[config.mk]
export PLATFORM = sky130hd
export DESIGN_NAME = dip_switch_conditioner
export DESIGN_NICKNAME = d
export VERILOG_FILES = /design/src/rtl/dip_switch_conditioner.sv
export SDC_FILE = /design/constraint.sdc
export NUM_CORES = 1
export LEC_CHECK = 0
export ABC_CLOCK_PERIOD_IN_PS = 5800
export CELL_PAD_IN_SITES_DETAIL_PLACEMENT = 0
export CELL_PAD_IN_SITES_GLOBAL_PLACEMENT = 1
export CORE_ASPECT_RATIO = 1.4
export CORE_MARGIN = 2
export CORE_UTILIZATION = 45
export CTS_CLUSTER_DIAMETER = 80
export CTS_CLUSTER_SIZE = 24
export DETAILED_ROUTE_END_ITERATION = 10
export GPL_TIMING_DRIVEN = 0
export PLACE_DENSITY_LB_ADDON = 0.1
export SYNTH_ARGS = -nofsm -noshare
export SYNTH_HDL_FRONTEND = slang
export SYNTH_SLANG_ARGS = --single-unit
[constraint.sdc]
create_clock -name clk -period 5.8 [get_ports clk]
set_clock_uncertainty 0.2 [all_clocks]
set_input_delay 0.87 -clock clk [delete_from_list [all_inputs] [get_ports clk]]
set_output_delay 0.87 -clock clk [all_outputs]
set_load 0.05 [all_outputs]
[src/rtl/dip_switch_conditioner.sv]
// dip_switch_conditioner
// Front end for the raw DIP-switch word: synchronises it into clk, debounces
// the whole word at once, and publishes a committed value together with
// one-cycle change/match pulses and a registered equality level against the
// current target number.

module dip_switch_conditioner #(
    parameter int WIDTH         = 8,
    parameter int SYNC_STAGES   = 2,   // must be >= 2
    parameter int STABLE_CYCLES = 16   // must be >= 2
) (
    input  logic             clk,
    input  logic             rst_n,
    input  logic [WIDTH-1:0] sw_in,
    input  logic [WIDTH-1:0] target,
    input  logic             match_en,
    output logic [WIDTH-1:0] stable_value,
    output logic             stable,
    output logic             changed_pulse,
    output logic             match_pulse,
    output logic             equal
);

    localparam int                CNT_W    = $clog2(STABLE_CYCLES);
    localparam logic [CNT_W-1:0]  CNT_LAST = CNT_W'(STABLE_CYCLES - 1);

    typedef enum logic {
        ST_STABLE   = 1'b0,
        ST_SETTLING = 1'b1
    } state_t;

    // Synchroniser chain; index 0 sees the raw pins
    logic [WIDTH-1:0] sync_reg [SYNC_STAGES];
    logic [WIDTH-1:0] sampled;

    state_t           state_reg,         state_next;
    logic [WIDTH-1:0] cand_reg,          cand_next;
    logic [CNT_W-1:0] cnt_reg,           cnt_next;
    logic [WIDTH-1:0] stable_value_reg,  stable_value_next;
    logic             stable_reg,        stable_next;
    logic             changed_pulse_reg, changed_pulse_next;
    logic             match_pulse_reg,   match_pulse_next;
    logic             equal_reg,         equal_next;
    logic             commit;

    // Shift the switch word through the synchroniser flops
    always_ff @(posedge clk or negedge rst_n) begin
        if (!rst_n) begin
            for (int i = 0; i < SYNC_STAGES; i++) begin
                sync_reg[i] <= '0;
            end
        end else begin
            sync_reg[0] <= sw_in;
            for (int i = 1; i < SYNC_STAGES; i++) begin
                sync_reg[i] <= sync_reg[i-1];
            end
        end
    end

    // The last synchroniser stage is the only internal view of the pins
    assign sampled = sync_reg[SYNC_STAGES-1];

    // State and output registers of the debounce FSM
    always_ff @(posedge clk or negedge rst_n) begin
        if (!rst_n) begin
            state_reg         <= ST_STABLE;
            cand_reg          <= '0;
            cnt_reg           <= '0;
            stable_value_reg  <= '0;
            stable_reg        <= 1'b1;
            changed_pulse_reg <= 1'b0;
            match_pulse_reg   <= 1'b0;
            equal_reg         <= 1'b0;
        end else begin
            state_reg         <= state_next;
            cand_reg          <= cand_next;
            cnt_reg           <= cnt_next;
            stable_value_reg  <= stable_value_next;
            stable_reg        <= stable_next;
            changed_pulse_reg <= changed_pulse_next;
            match_pulse_reg   <= match_pulse_next;
            equal_reg         <= equal_next;
        end
    end

    // Next-state logic: track a candidate word until it has held long enough
    always_comb begin
        state_next        = state_reg;
        cand_next         = cand_reg;
        cnt_next          = cnt_reg;
        stable_value_next = stable_value_reg;
        stable_next       = stable_reg;
        commit            = 1'b0;

        case (state_reg)
            ST_STABLE: begin
                if (sampled != stable_value_reg) begin
                    cand_next   = sampled;
                    cnt_next    = '0;
                    state_next  = ST_SETTLING;
                    stable_next = 1'b0;
                end
            end
            ST_SETTLING: begin
                if (sampled == stable_value_reg) begin
                    // Glitch went away before committing: drop it silently
                    state_next  = ST_STABLE;
                    stable_next = 1'b1;
                end else if (sampled != cand_reg) begin
                    // Word still moving: restart the hold count on the new word
                    cand_next = sampled;
                    cnt_next  = '0;
                end else if (cnt_reg == CNT_LAST) begin
                    commit            = 1'b1;
                    stable_value_next = cand_reg;
                    state_next        = ST_STABLE;
                    stable_next       = 1'b1;
                end else begin
                    cnt_next = cnt_reg + CNT_W'(1);
                end
            end
            default: begin
                state_next  = ST_STABLE;
                stable_next = 1'b1;
            end
        endcase

        // Pulses only ever accompany a commit, so a target move alone is silent
        changed_pulse_next = commit;
        match_pulse_next   = commit && (cand_reg == target) && match_en;
        // Compare the value that will be held after this edge so equal moves
        // together with a commit
        equal_next         = (stable_value_next == target);
    end

    assign stable_value  = stable_value_reg;
    assign stable        = stable_reg;
    assign changed_pulse = changed_pulse_reg;
    assign match_pulse   = match_pulse_reg;
    assign equal         = equal_reg;

endmodule

## Yosys cells after proc, flatten, opt, wreduce, memory -nomap -nowiden

Cells that the tools add are included.

- Flip-flop bits (word level): 41
- Input bits: 19
- Output and inout bits: 12
- Logic and storage cells: 56

- Multiplexer cells: 27
- Add/sub/neg operators: 1
- Reduce and logical (&&, ||, !) cells: 5
- Eq/ne operators: 12
- Bitwise operators: 1

Operators by type and width:

| operator | count |
|---|---|
| two-way mux 8 bit | 7 |
| == test 8 bit | 3 |
| two-way mux 4 bit | 4 |
| != test 8 bit | 2 |
| case mux 8 bit (2 select lines) | 1 |
| two-way mux 1 bit | 12 |
| AND reduction 3 bit | 3 |
| case mux 4 bit (2 select lines) | 1 |
| != test 3 bit (second input constant) | 2 |
| adder 4 x 1 -> 4 bit (second input constant) | 1 |
| == test 4 bit (second input constant) | 1 |
| != test 2 bit (second input constant) | 2 |
| case mux 1 bit (2 select lines) | 2 |
| != test 3 x 1 -> 1 bit (second input constant) | 1 |
| logical AND 1 bit | 2 |
| != test 2 x 1 -> 1 bit (second input constant) | 1 |
| NOT 1 bit | 1 |

## Logic depth before layout (Yosys ltp)

Gate-level depths: netlist of the first run.

- Word-level depth: 7
- Depth in mapped cells: 6
- Mapped depth without buffers: 6

## Worst setup path after synthesis of the first run

Ideal clock, no wire load.

- Path type: register to register
- Start point: reg stable_value_reg[2], in the netlist stable_value[2]
- End point: reg stable_value_reg[0], in the netlist stable_value[0]
- Stages on the path, launching flop included: 7
- Period minus slack after synthesis: 2,153 ps
- Setup time: 125 ps
- Path buffers: 1
- Required time: 5,475 ps
- Setup slack: 3,647 ps
- Arrival time: 1,828 ps
- Path through: dfrtp_1 -> xnor2_1 -> nand4_1 -> or2_2 -> nand3_2 -> buf_6 -> mux2_4

- Word-level cells in the longest chain between the ends: 3

RTL lines:

| what | line | source |
|---|---|---|
| start, declared | 39 | `logic [WIDTH-1:0] stable_value_reg, stable_value_next;` |
| start signal, assigned | 78 | `stable_value_reg <= stable_value_next;` |
| == test 8 bit | 105 | `if (sampled == stable_value_reg) begin` |
| two-way mux 8 bit | 105 |  |
| two-way mux 8 bit | 95 | `case (state_reg)` |
| via stable_value_next[0] | 39 |  |

The timed path passes the listed nets, and every way through them passes these cells.
A chain may end at the register's enable or synchronous reset.

## Worst setup path in the final report of the first run

- Start point: reg stable_reg, in the netlist stable
- End point: out stable

RTL lines:

| what | line | source |
|---|---|---|
| start, declared | 40 | `logic stable_reg, stable_next;` |
| start signal, assigned | 79 | `stable_reg <= stable_next;` |
| end, declared | 18 | `output logic stable,` |

No word-level cell between the ends.

==> results of run 1 <==
routing by layer:
metal  GRT usage (%)  up-vias  wire, um
li1                -      570         -
met1            20.7      582      1430
met2            29.0       27      1870
met3            3.73        6       155
met4            6.98        0        60
met5               0        -         0
area by class of cell:
cell class | count | area [um2] | area share (%)
inverters | 7 | 26.3 | 1.14
multi-input cells | 93 | 762 | 33.2
plain buffers | 1 | 11.3 | 0.490
well taps | 43 | 53.8 | 2.34
repair buffers | 30 | 295 | 12.9
clock inverters | 2 | 37.5 | 1.63
clock buffers | 6 | 82.6 | 3.60
flip-flops and latches | 41 | 1030 | 44.7
synth_stat cells (2+ instances only):
| cell | number | area share (%) |
|---|---|---|
| nor2_1 | 3 | 0.62 |
| mux2_2 | 9 | 5.5 |
| mux2i_1 | 2 | 1.1 |
| nor3_1 | 4 | 1.1 |
| dfrtp_1 | 40 | 55 |
| xor2_1 | 5 | 2.4 |
| nand4_1 | 5 | 1.7 |
| mux2_4 | 7 | 5.8 |
| a21oi_1 | 5 | 1.4 |
| o21ai_0 | 4 | 1.1 |
| inv_1 | 7 | 1.4 |
| a211oi_1 | 2 | 0.82 |
| xnor2_1 | 23 | 11 |
| nand3_1 | 6 | 1.6 |
| nand2_1 | 4 | 0.82 |
cells in the final DEF (no fill, tap or decap), drive strengths merged, types with 5 or more instances in the layout:
cell type and n:
a21oi 5, clkbuf 6, clkdlybuf4s50 29, dfrtp 40, inv 7, mux2 16
nand3 7, nand4 5, xnor2 23, xor2 5
through the flow:
stage,setup slack [ns],hold WS [ns]
after floorplan,3.65,0.131
after global placement,2.71,0.133
after detailed placement,3.09,0.138
after CTS,3.08,0.156
after global routing,3.06,0.165
final,3.08,0.153
final timing paths:
path / start / to / slack, ns / cells past startpoint
max in group asynchronous: rst_n / sampled[7] / 4.35 / 1
min in group asynchronous: rst_n / match_pulse / 0.49 / 1
min: sync_reg[12] / sampled[4] / 0.15 / 0
max reg2reg: cand_reg[4] / stable_value[6] / 3.55 / 6
min reg2reg: sync_reg[12] / sampled[4] / 0.15 / 0
max: stable / stable / 3.08 / 1
kinds of logic after synthesis:
kind of cell | synth area share, %
flops | 56.2
simple gates | 10.1
xor+xnor | 13.4
mux | 12.4
compound gates | 5.14
buf+inv | 2.06
fa+ha+maj | 0.685
power breakdown:
part | switching [mW] | internal [mW]
logic | 0.0253 | 0.0270
clock network | 0.0988 | 0.140
registers | 0.00930 | 0.296
==> key figures, run 1 <==
Outcome
  – Status: complete, no violations

Finish
  – Share of cells above drive strength 1: around 17%
  – Layout Nets: 199
  – Final Core Density: just under 60%
  – Fillers: between 300 and 400
  – Finished Layout Cells: roughly 220
  – Antenna diodes: 0
  – Syn-to-layout area delta: 25.7%
  – Finished Cell Area: 0.00230 mm2

Clock network
  – Worst-case clock buffer depth: 2
  – Resize count post-CTS: 0
  – H-tree levels: 2
  – Reg clk slew, reported paths: approximately 0.080 ns
  – Post-CTS setup buffer count: 0
  – Inserted Clock Buffers: 5
  – Clk_lat worst skew: roughly 0.3 ns
  – CTS tree: yes
  – CTS Hold Buffers Added: 0
  – Clock tree sinks: 41
  – Clock Root Buffer: clkbuf_8

Setup path
  – Req. time, crit path: roughly 4.7 ns
  – Slowest CP cell: clkdlybuf4s50_1
  – Worst setup EP type: output port
  – CP cell instances: clkdlybuf4s50_1
  – CP arrival: about 1.7 ns
  – Buf/Inv on CP: 1
  – Critical Path Fanout Max: 3
  – WS Path Type: reg -> out
  – Startpoint types: flip-flop
  – Crit-path max cell delay: about 0.80 ns
  – CP top delay family: buffers and inverters

Run
  – Max Cap Violations: 0

Die
  – Io pins: 31
  – Num rows: 27
  – Initial core utilization: 46.6%
  – Die W: ~58 um
  – Die Y-Extent: slightly below 80 um
  – Die area: around 0.0046 mm2
  – Core region area: between 0.003 and 0.004 mm2

Drt
  – DR WL/cell: ~16 um
  – TritonRoute pass-1 iters: 4
  – Via count: around 1,200
  – Final wirelength: about 3500 um
  – Via density: about 5.3
  – Drt drc: 0
  – Iteration-0 DRC Markers: 44
  – Routed Antenna Nets: 0

Logic synthesis
  – Post-Synthesis Cells: 142
  – EDFF count, synth: 0
  – Cell variety after synth: 31
  – Seq/Total Area, Yosys: 56.2%
  – Yosys warnings: 0
  – Async set or reset register ratio after synthesis: between 90% and 100%
  – Syn_nets: 162
  – Post-synth top flop: dfrtp_1
  – Cell Area, Synth: 0.00183 mm2
  – Flops & latches, synth: just over 40
  – Mean Syn Cell Area: roughly 13 um2

Place
  – Placed cell count: 215
  – Final Wtd Congestion: between 0.8 and 0.9
  – Post-DP HPWL: roughly 2600 um
  – Number of port buffers: 30
  – Placed cell area: between 0.002 and 0.0025 mm2

Pwr
  – Peak ir drop on the vdd network: around 0.21 mV
  – Power density over the cells: between 200 and 300 mW/mm2
  – Total power: about 0.60 mW
  – Leakage: roughly 0.97 nW

Worst hold path
  – Hold Crit Class: reg -> reg

GRT
  – Number of global-route vias before repair: between 1,000 and 1,500
  – GRT overflow: 0
  – GRT Total Usage: 17.1%
  – Antenna violations before repair: 0
  – Largest net degree at the start of global routing: 42
  – First-pass GRT wire length: a little under 6000 um

Timing
  – Final setup violation count: 0
  – Slew @ Worst Pin: between 0.8 and 0.9 ns
  – RSZ-0062 raised after global routing: false
  – Final Hold Fails: 0
  – Max Slew Vio Count: 0
  – Period utilization: a little under half
  – Setup TNS: 0 ns
  – Slew margin rel.: 40.7%
  – Peak Freq: between 0.3 and 0.4 GHz
  – Post-layout minimum cycle time: between 2 and 3 ns
Power figures use the tool's default switching activity.
==> run 2, diff against run 1 <==
ABC_CLOCK_PERIOD_IN_PS = 2400   (was 5800)
CORE_UTILIZATION = 38   (was 45)
clock period = 2.4 ns   (was 5.8 ns; I/O delays follow)
==> run 2 against run 1 <==
Hold slack lost 0.17 ns. Clock-buffer cell count shrank 1. Global-route usage shrank 3.1 points. First-iteration DRC count decreased by 57%. Sequential cell count did not move. Power grew 120%. Largest power group unchanged. Non-clock buffer count is the same. The flow now finishes with violations (negative hold slack). Core utilization down 8.6 points. Critical endpoint is now stable_value[1]. Setup slack got worse by 2.9 ns. Critical path type is now reg -> reg. Routed wire length shrank 4.1%.
==> key figures, run 2 (synthesis gave the netlist of run 1 again) <==
Finish
  – Commonest cells after routing, fill and taps aside: 40 x dfrtp_1, 29 x clkdlybuf4s50_1, 23 x xnor2_1 (unchanged)
  – Share of cells above drive strength 1: 17.2% (unchanged)
  – Finished Layout Cells: 242 (was 223)
  – Antenna diodes: 0 (unchanged)
  – Fillers: 475 (was 348)
  – Commonest non-fill, non-tap cell in the layout: dfrtp_1 (unchanged)
  – Syn-to-layout area delta: 25.1% (was 25.7%)
  – Area of the multi-input gates: 762 um2 (unchanged)
  – FF/Latch Area: 0.00103 mm2 (unchanged)
  – Finished Cell Area: 0.00229 mm2 (was 0.00230 mm2)
  – Layout Nets: 199 (unchanged)

Outcome
  – Violated checks: negative hold slack
  – Status: complete, but fails checks (was complete, no violations)

Clock network
  – Post-CTS setup buffer count: 0 (unchanged)
  – CTS tree: yes (unchanged)
  – Clk_lat worst skew: 0.29 ns (was 0.30 ns)
  – Resize count post-CTS: 0 (unchanged)
  – H-tree levels: 2 (unchanged)
  – Clock tree sinks: 41 (unchanged)
  – Inserted Clock Buffers: 5 (unchanged)
  – Clock Root Buffer: clkbuf_8 (unchanged)
  – CTS Hold Buffers Added: 0 (unchanged)
  – Reg clk slew, reported paths: 0.08 ns (about the same)
  – Worst-case clock buffer depth: 2 (unchanged)

Die
  – Initial core utilization: 40.0% (was 46.6%)
  – Io pins: 31 (unchanged)
  – Die Y-Extent: 86.0 um (was 79.4 um)
  – Die area: 0.00539 mm2 (was 0.00459 mm2)
  – Die W: 62.6 um (was 57.8 um)
  – Core region area: 0.00457 mm2 (was 0.00392 mm2)
  – Num rows: 29 (was 27)

Place
  – Number of port buffers: 30 (unchanged)
  – Post-DP HPWL: 2530 um (was 2580 um)
  – Placed cell area: 0.00220 mm2 (was 0.00218 mm2)
  – Final Wtd Congestion: 0.745 (was 0.830)
  – Placed cell count: 234 (was 215)

Timing
  – Peak Freq: 0.448 GHz
  – Post-layout minimum cycle time: around 2.2 ns
  – Hold WS: -0.0161 ns (was 0.153 ns)
  – Slew @ Worst Pin: 0.892 ns (was 0.890 ns)
  – Setup TNS: 0 ns (unchanged)
  – Max Slew Vio Count: 0 (unchanged)
  – Final setup violation count: 0 (unchanged)
  – Final Hold Fails: 22 (was 0)
  – RSZ-0062 raised after global routing: false (unchanged)
  – Slew margin rel.: 40.6% (was 40.7%)
  – Period utilization: between 90% and 100%

GRT
  – GRT overflow: 0 (unchanged)
  – GRT Total Usage: 13.9% (was 17.1%)
  – Antenna violations before repair: 0 (unchanged)
  – Number of global-route vias before repair: 1,190 (was 1,252)
  – First-pass GRT wire length: 5720 um (was 5900 um)
  – Largest net degree at the start of global routing: 42 (unchanged)

Worst hold path
  – Hold Crit Class: in -> async (was reg -> reg)

Setup path
  – Req. time, crit path: 2.38 ns (was 4.73 ns)
  – CP cell instances: xnor2_1 > nand2_1 > nor4_4 > nand3_2 > buf_6 > mux2_4 (was clkdlybuf4s50_1)
  – Slowest CP cell: nor4_4 (was clkdlybuf4s50_1)
  – CP arrival: 2.21 ns (was 1.65 ns)
  – Startpoint types: flip-flop (unchanged)
  – Worst setup EP type: flip-flop (was output port)
  – Crit-path max cell delay: 0.55 ns (was 0.80 ns)
  – WS Path Type: reg -> reg (was reg -> out)
  – Critical Path Fanout Max: 10 (was 3)

Pwr
  – Switching power share of the total: 24.4% (was 22.4%)
  – Peak ir drop on the vdd network: 0.400 mV (was 0.212 mV)
  – Net Sw Power: 0.317 mW (was 0.133 mW)
  – Leakage: 0.952 nW (was 0.965 nW)
  – Clock share of power: 33.6% (was 40.0%)
  – Power density over the cells: 568 mW/mm2 (was 260 mW/mm2)
  – Comb pwr share: 9.7% (was 8.8%)
  – Sequential share of power: 56.7% (was 51.2%)
  – Internal power: 0.981 mW (was 0.463 mW)

Drt
  – Via density: 4.78 (was 5.31)
  – Drt drc: 0 (unchanged)
  – DR WL/cell: 13.9 um (was 15.8 um)
  – TritonRoute pass-1 iters: 4 (unchanged)
  – Via count: 1,156 (was 1,185)
  – Routed Antenna Nets: 0 (unchanged)
  – Final wirelength: 3370 um (was 3510 um)
  – Iteration-0 DRC Markers: 19 (was 44)

Run
  – Max Cap Violations: 0 (unchanged)
[run 2: metal layers]
layer / global-route usage [%] / vias to the layer above / wire length [um]
li1: - / 570 / -
met1: 16.3 / 561 / 1420
met5: 0 / - / 0
met4: 4.85 / 0 / 29
met3: 3.15 / 4 / 95
met2: 25.1 / 21 / 1830
[run 2: worst max-delay path: cells and delay by family, from the launching register on]
kind,cells,cell delay (ns)
simple gates,3,0.84
flops,1,0.42
mux,1,0.30
buf+inv,1,0.19
xor+xnor,1,0.18
[run 2: power groups by stage]
stage | combinational [mW] | sequential, mW | clock (mW)
2_1_floorplan | 0.0595 | 0.755 | 0
3_3_place_gp | 0.129 | 0.750 | 0
3_5_place_dp | 0.129 | 0.751 | 0
4_1_cts | 0.129 | 0.737 | 0.446
5_1_grt | 0.139 | 0.741 | 0.486
6_report | 0.126 | 0.737 | 0.436
[run 2: final timing paths]
check / from / end / slack (ns) / depth (start not counted)
max: sampled[5] / stable_value[1] / 0.17 / 6
min: rst_n / match_pulse / -0.02 / 1
max reg2reg: sampled[5] / stable_value[1] / 0.17 / 6
min reg2reg: sync_reg[12] / sampled[4] / 0.15 / 0
max in group asynchronous: rst_n / sync_reg[14] / 1.45 / 1
min in group clk: sync_reg[12] / sampled[4] / 0.15 / 0
[run 2: metrics by stage]
step                hold slack [ns]  worst slack (ns)  utilization (%)  power (mW)
floorplan                    -0.136             0.247                -       0.814
global placement              0.132            -0.215             48.2       0.878
detailed placement            0.135             0.156             48.1       0.879
CTS                          0.0202             0.155             50.0        1.31
global route                 0.0594            0.0272             50.0        1.37
finish                      -0.0161             0.168             50.0        1.30
[run 2: layout make-up]
class / count / share of cell area, %
sequential: 41 / 44.9
inverter: 7 / 1.15
multi-input combinational: 93 / 33.3
timing repair buffer: 30 / 12.9
clock inverter: 3 / 0.766
buffer: 1 / 0.493
tap: 62 / 3.39
clock buffer: 5 / 3.01
==> run 3, diff against run 2 <==
CTS_CLUSTER_SIZE = unset   (was 24)
==> results of run 3 <==
Same layout as run 2: the final DEF is identical, and so are final timing and power.
